### src/rtl/jpeg_pkg.sv
// Shared definitions for the JPEG block datapath: word width, block size and row type.
package jpeg_pkg;
  localparam int WORD_W = 32;
  localparam int BLK_N  = 8;

  // Element 0 sits in the low word so that {I7, ..., I0} packs directly.
  typedef logic [BLK_N-1:0][WORD_W-1:0] row_t;
endpackage

### src/rtl/transpose_bank.sv
// One 8x8 block of words: a full row is written per cycle, a full column is read combinationally.
module transpose_bank
  import jpeg_pkg::*;
(
  input  logic       clk,
  input  logic       we,
  input  logic [2:0] wr_row,
  input  row_t       wr_data,
  input  logic [2:0] rd_col,
  output row_t       rd_data
);

  // Pure data storage with no reset; the buffer's control state decides what is valid.
  row_t mem [BLK_N];

  always_ff @(posedge clk) begin
    if (we) begin
      mem[wr_row] <= wr_data;
    end
  end

  always_comb begin
    for (int k = 0; k < BLK_N; k++) begin
      rd_data[k] = mem[k][rd_col];
    end
  end

endmodule

### src/rtl/transpose_buffer.sv
// Row-in / column-out transpose buffer for 8x8 blocks of raw 32-bit words.
// Define TRANSPOSE_PINGPONG_EN for two banks, so a new block is written while the previous one drains.
module transpose_buffer
  import jpeg_pkg::*;
(
  input  logic        clk,
  input  logic        reset,
  input  logic        en,
  input  logic [31:0] I0,
  input  logic [31:0] I1,
  input  logic [31:0] I2,
  input  logic [31:0] I3,
  input  logic [31:0] I4,
  input  logic [31:0] I5,
  input  logic [31:0] I6,
  input  logic [31:0] I7,
  input  logic        in_valid,
  output logic        in_ready,
  output logic [31:0] C0,
  output logic [31:0] C1,
  output logic [31:0] C2,
  output logic [31:0] C3,
  output logic [31:0] C4,
  output logic [31:0] C5,
  output logic [31:0] C6,
  output logic [31:0] C7,
  output logic        out_valid,
  input  logic        out_ready,
  output logic        out_last
);

`ifdef TRANSPOSE_PINGPONG_EN
  localparam logic PINGPONG = 1'b1;
`else
  localparam logic PINGPONG = 1'b0;
`endif

  logic [2:0] wr_row;
  logic [2:0] rd_col;
  logic [1:0] full;
  logic [1:0] full_nxt;
  logic       wr_bank;
  logic       rd_bank;
  logic       wr_fire;
  logic       rd_fire;
  row_t       wr_data;
  row_t       rd_data0;
  row_t       col;
  row_t       col_out;

  assign wr_data = {I7, I6, I5, I4, I3, I2, I1, I0};

  // A bank is writable until it holds a complete, unread block.
  assign in_ready  = en && !reset && !full[wr_bank];
  assign out_valid = en && !reset && full[rd_bank];
  assign out_last  = out_valid && (rd_col == 3'd7);
  assign wr_fire   = in_valid && in_ready;
  assign rd_fire   = out_valid && out_ready;

  transpose_bank u_bank0 (
    .clk     (clk),
    .we      (wr_fire && !wr_bank),
    .wr_row  (wr_row),
    .wr_data (wr_data),
    .rd_col  (rd_col),
    .rd_data (rd_data0)
  );

`ifdef TRANSPOSE_PINGPONG_EN
  row_t rd_data1;

  transpose_bank u_bank1 (
    .clk     (clk),
    .we      (wr_fire && wr_bank),
    .wr_row  (wr_row),
    .wr_data (wr_data),
    .rd_col  (rd_col),
    .rd_data (rd_data1)
  );

  assign col = rd_bank ? rd_data1 : rd_data0;
`else
  assign col = rd_data0;
`endif

  assign col_out = out_valid ? col : '0;
  assign C0 = col_out[0];
  assign C1 = col_out[1];
  assign C2 = col_out[2];
  assign C3 = col_out[3];
  assign C4 = col_out[4];
  assign C5 = col_out[5];
  assign C6 = col_out[6];
  assign C7 = col_out[7];

  // Fill and drain touch different banks, so both updates apply when they coincide.
  always_comb begin
    full_nxt = full;
    if (wr_fire && (wr_row == 3'd7)) begin
      full_nxt[wr_bank] = 1'b1;
    end
    if (rd_fire && (rd_col == 3'd7)) begin
      full_nxt[rd_bank] = 1'b0;
    end
  end

  always_ff @(posedge clk) begin
    if (reset) begin
      wr_row  <= '0;
      rd_col  <= '0;
      full    <= '0;
      wr_bank <= 1'b0;
      rd_bank <= 1'b0;
    end else begin
      full <= full_nxt;
      if (wr_fire) begin
        wr_row <= wr_row + 3'd1;
        if (wr_row == 3'd7) begin
          wr_bank <= wr_bank ^ PINGPONG;
        end
      end
      if (rd_fire) begin
        rd_col <= rd_col + 3'd1;
        if (rd_col == 3'd7) begin
          rd_bank <= rd_bank ^ PINGPONG;
        end
      end
    end
  end

endmodule

### config.mk
export PLATFORM = sky130hd
export DESIGN_NAME = transpose_buffer
export DESIGN_NICKNAME = d
export VERILOG_FILES = /design/src/rtl/jpeg_pkg.sv /design/src/rtl/transpose_bank.sv /design/src/rtl/transpose_buffer.sv
export SDC_FILE = /design/constraint.sdc
export NUM_CORES = 2
export LEC_CHECK = 0
export ABC_AREA = 1
export CAP_MARGIN = 20
export CORE_MARGIN = 2
export CORE_UTILIZATION = 31
export CTS_CLUSTER_SIZE = 12
export DETAILED_ROUTE_END_ITERATION = 16
export DONT_BUFFER_PORTS = 1
export GPL_ROUTABILITY_DRIVEN = 1
export PLACE_DENSITY = 0.51
export SETUP_SLACK_MARGIN = 0.2
export SKIP_LAST_GASP = 1
export SLEW_MARGIN = 30
export SYNTH_ARGS = -nofsm -noshare
export SYNTH_HDL_FRONTEND = slang
export SYNTH_HIERARCHICAL = 1
export SYNTH_SLANG_ARGS = --single-unit
### constraint.sdc
create_clock -name clk -period 35.1 [get_ports clk]
set_clock_uncertainty 0.05 [all_clocks]
set_input_delay 3.51 -clock clk [delete_from_list [all_inputs] [get_ports clk]]
set_output_delay 3.51 -clock clk [all_outputs]
set_load 0.005 [all_outputs]
=== Word level (Yosys, flattened, before mapping) ===
Memory sizes are Yosys's and may differ from the RTL's.
Cells that the tools add are included.

* $add $sub $neg: 2
* Order comparisons: 1
* Equality and inequality tests: 2
* Multiplexer cells: 21
* Reductions and logical operators: 11

{| class="wikitable"
|+ Operator list
! kind !! count
|-
| $bmux 32 s3 || 8
|-
| $mux 256 || 1
|-
| $mux 32 || 8
|-
| $logic_and 1x1->1 || 8
|-
| $add 3x1->3 const B || 2
|-
| $eq 3x3->1 const B || 2
|-
| $lt 3x4->1 const B || 1
|-
| $mux 1 || 4
|-
| $logic_not 1->1 || 2
|-
| $reduce_bool 2->1 || 1
|}

* Bits in registers: 7
* RAM bits: 2048
* Output and inout bits: 259
* Logic and storage cells: 41
* Memories: 1

{| class="wikitable"
|+ Memories
! name !! depth !! bits a word !! rd ports !! clocked after memory_dff !! wr ports !! line !! RTL
|-
| u_bank0.mem || 8 || 256 || 8 || 0 || 1 || transpose_bank.sv:14 || <nowiki>row_t mem [BLK_N];</nowiki>
|}

=== Logic depth before layout (Yosys ltp) ===
* Depth in word-level cells: 7
* Depth in mapped cells: 12
* Gate-level depth less buffers: 8

=== By module ===
Netlist, hierarchy kept.

{| class="wikitable"
|+ Modules (own cells, without submodules)
! module !! times used !! cells an instance !! area an instance (µm²) !! seq. area each (µm²)
|-
| transpose_bank || 1 || 8865 || 88832.7 || 61499.0
|-
| transpose_buffer || 1 || 597 || 4307.9 || 140.1
|}

=== Worst setup path before layout ===
No wires, ideal clock.

* Path type: input to register
* From: input reset
* To: memory u_bank0/mem[1][0] (netlist name) (enable)
* Data arrival time: 14846 ps
* Data required time: 34170 ps
* Path slack: 19324 ps
* Stages on the path: 5
* Buffers on the path: 0
* Cell sequence: inv_2 nand2_2 nor3_1 nand2_1 nor2_1

* Word-level cells in the longest chain between the ends: 6

{| class="wikitable"
|+ RTL lines
! element !! line !! RTL
|-
| start: declaration || transpose_buffer.sv:7 || <nowiki>input logic reset,</nowiki>
|-
| $logic_not 1->1 || transpose_buffer.sv:54 || <nowiki>assign in_ready = en && !reset && !full[wr_bank];</nowiki>
|-
| $logic_and 1x1->1 (2 in a row) || transpose_buffer.sv:54 ||
|-
| $logic_and 1x1->1 || transpose_buffer.sv:57 || <nowiki>assign wr_fire = in_valid && in_ready;</nowiki>
|-
| net wr_fire || transpose_buffer.sv:44 || <nowiki>logic wr_fire;</nowiki>
|-
| $mux 1 || transpose_bank.sv:17 || <nowiki>if (we) begin</nowiki>
|-
| $mux 1 (not written as such) || transpose_bank.sv:18 || <nowiki>mem[wr_row] <= wr_data;</nowiki>
|-
| end: declaration || transpose_bank.sv:14 ||
|}

The timed path passes the listed nets, and every way through them passes these cells.

=== Final worst setup path ===
* From: input reset
* To: output C7[26]

* Word-level cells in the longest chain between the ends: 4

{| class="wikitable"
|+ RTL lines
! element !! line !! RTL
|-
| $logic_not 1->1 || transpose_buffer.sv:55 || <nowiki>assign out_valid = en && !reset && full[rd_bank];</nowiki>
|-
| $logic_and 1x1->1 (2 in a row) || transpose_buffer.sv:55 ||
|-
| net out_valid || transpose_buffer.sv:27 || <nowiki>output logic out_valid,</nowiki>
|-
| $mux 256 || transpose_buffer.sv:86 || <nowiki>assign col_out = out_valid ? col : '0;</nowiki>
|-
| end: declaration || transpose_buffer.sv:26 || <nowiki>output logic [31:0] C7,</nowiki>
|}

The timed path passes the listed nets, and every way through them passes these cells.

==> results.py <==
metrics = {
    "yosys": {
        "ys_seq_elements": 2055,
        "syn_inst": 9462,
        "yosys.area_share.simple_pct": 21.8,
        "synthAdderAreaFrac_pct": 0.0537,
        "synthFlopType": "edfxtp_1",
        "netlist_area_sq_um": 93100,
        "synth_top_family_by_area": "simple AND/OR/NAND/NOR gates",
        "synth_nets": 9727,
        "ys_seq_area_share_pct": 66.2,
        "ys_warn_count": 6,
        "synth.area.mux_share_pct": 0,
        "postSynth.asyncResetShare_pct": 0,
        "synth-xor-area-share_pct": 0,
        "avgSynthCellArea_sq_um": 9.84,
        "synth_compound_area_share_pct": 0.00672,
        "synth_edf_count": 2048,
        "yosysUniqueCellTypes": 21,
    },
    "route": {
        "drc": 0,
        "drt_iter0_drc": 6104,
        "via_per_inst": 4.50,
        "antenna_left": 0,
        "drt-total-wl_mm": 295,
        "drt-wirelength-per-cell_microns": 22.0,
        "vias": 60300,
        "drt-pass1-iter-count": 6,
    },
    "layout": {
        "nFillCells": 30000,
        "drive_above_1_share_pct": 5.60,
        "syn_to_final_growth_pct": 10.1,
        "mostFrequentLayoutCells": "nand2_1 (3344), inv_1 (2315), edfxtp_1 (2048)",
        "seq_area_sq_um": 61700,
        "nNetsFinal": 9596,
        "multi_input_area_sq_um": 20400,
        "final_common_cell": "nand2_1",
    },
    "clock_network": {
        "insertion_delay_ps": 840,
        "htree_levels": 4,
        "post_cts_buffers": 0,
        "clock-sinks": 2055,
        "numCtsBuffers": 210,
        "clk_pin_slew_ps": 60,
        "hold_buffers": 0,
        "ctsLongestPathBuffers": 4,
        "cts_tree": "done",
        "root_buffer": "clkbuf_16",
        "postCtsResizedCells": 0,
    },
    "sta": {
        "final_hold_viol_count": 0,
        "final_max_slew_viol_count": 0,
        "final-setup-viol-count": 0,
        "period_share_pct": 27.6,
        "rsz0062_at_grt": "false",
        "tightest_slew_ps": 1070,
        "slew_headroom_pct": 28.8,
        "min_period_ps": 9700,
        "fmax_mhz": 103,
        "tns_ps": 0,
    },
    "floorplanning": {
        "initial_core_util_pct": 31.1,
        "num_rows": 201,
        "die-area_sq_um": 305000,
        "die_w_microns": 552,
        "ios": 520,
        "die_y_microns": 552,
        "core_sq_um": 299000,
    },
    "worst_setup_path": {
        "worstPathMaxFanout": 53,
        "path_class": "in -> out",
        "worstPathRequired_ps": 31540,
        "worstPathArrival_ps": 6140,
        "end_kind": "primary output",
        "reg2reg_slack_ps": 29900,
        "cp-start-kind": "input port",
    },
    "global_route": {
        "grt_max_degree": 226,
        "grt_antenna_before_repair": 22,
        "overflow": 0,
        "grt_pass1_vias": 55100,
        "grt_first_pass_wirelength_mm": 411,
        "grt.total_usage_pct": 18.7,
    },
    "power": {
        "seqPwrFrac_pct": 57.1,
        "power_switching_uw": 937,
        "pwr-share-clk_pct": 42.2,
        "comb_power_share_pct": 0.7,
        "power_uw": 4760,
        "max-vdd-ir-drop_mv": 0.0390,
        "powerDensity_nw_per_um2": 46.5,
        "swShare_pct": 19.7,
        "leakagePower_uw": 0.0454,
        "intPower_uw": 3830,
    },
    "outcome": {
        "status": "finished, final reports clean",
    },
    "hold_path": {
        "hold_path_class": "reg -> reg",
    },
    "placed_design": {
        "dp.final_hpwl_mm": 194,
        "place.gp.congestion": 0.894,
        "port-buffer-count": 0,
    },
    "job": {
        "drv_cap": 0,
    },
}
-- final timing paths --
path	cells after the start	start	endpoint
setup reg to reg	7	full[0]$_SDFFE_PP0P_	u_bank0/mem[6][230]$_DFFE_PP_
hold reg to reg	2	wr_row[2]$_SDFFE_PP0P_	wr_row[2]$_SDFFE_PP0P_
hold / removal	2	wr_row[2]$_SDFFE_PP0P_	wr_row[2]$_SDFFE_PP0P_
setup / recovery	7	reset	C7[26]
-- power groups by stage --
stage | clock network [uW] | logic, uW | registers, uW
floorplan | 0 | 18.7 | 2780
global placement | 0 | 31.1 | 2770
detailed placement | 0 | 31.8 | 2770
CTS | 2060 | 32.0 | 2720
global route | 2140 | 35.0 | 2720
finish | 2010 | 32.0 | 2720
-- per-layer routing --
metal  global-route usage, %  share of wire (%)  wire length [microns]  up-vias
met4                    11.1                6.7                  19900        2
met5                       0             0.0044                     13        -
met3                    4.92                9.6                  28300      434
met1                    25.7                 43                 126000    29100
met2                    26.2                 41                 121000     2154
li1                        -                  -                      -    28700
-- sequential cells by signal, indices dropped and copies added (netlist names) --
| name | count |
|---|---|
| u_bank0/mem | 2048 |
| wr_row | 3 |
| rd_col | 3 |
| full | 1 |
-- cell type report --
type,count,area share [%]
Clock buffer,281,5.40
Timing Repair Buffer,82,0.881
Multi-Input combinational cell,4661,19.9
Tap cell,3958,4.83
Sequential cell,2055,60.1
Antenna cell,11,0.0269
Clock inverter,47,0.292
Inverter,2321,8.54
-- kinds of logic after synthesis --
| group | Yosys count |
|---|---|
| AND/OR/NAND/NOR | 4656 |
| buffers and inverters | 2746 |
| flip-flops | 2055 |
| adder cells (fa/ha/maj) | 4 |
| AO/OA/AOI/OAI | 1 |
-- Yosys cell counts (3+ instances only) --
| cell type | number | share of area (%) |
|---|---|---|
| nand2_1 | 3344 | 13 |
| inv_1 | 2316 | 9.3 |
| edfxtp_1 | 2048 | 66 |
| nand3_1 | 1024 | 5.5 |
| buf_2 | 260 | 1.4 |
| nor2_4 | 201 | 2.4 |
| clkbuf_1 | 96 | 0.39 |
| nor2_1 | 80 | 0.32 |
| buf_4 | 24 | 0.19 |
| buf_12 | 22 | 0.47 |
| buf_1 | 11 | 0.044 |
| buf_6 | 9 | 0.11 |
| dfxtp_1 | 7 | 0.15 |
| nand4_1 | 5 | 0.034 |
| ha_1 | 4 | 0.054 |
| inv_2 | 4 | 0.016 |
| clkbuf_4 | 3 | 0.024 |
-- metrics by stage --
step	hold WS [ps]	setup slack, ps	instances	utilization [%]	area, sq um
after floorplan	453	19320	9462	-	93100
after CTS	494	25320	13400	34.2	102000
after global routing	523	25340	13400	34.2	102000
after detailed placement	485	25440	13100	32.2	96500
final	497	25400	13400	34.3	103000
after global placement	479	25230	13100	32.2	96500
-- critical path, cell delays in order --
cell	delay (ps)
inv_2	60
nand2_2	110
nor2_4	70
inv_8	550
buf_4	790
buf_6	780
nor2_1	150
No activity file was read; power rests on OpenSTA's default activity.
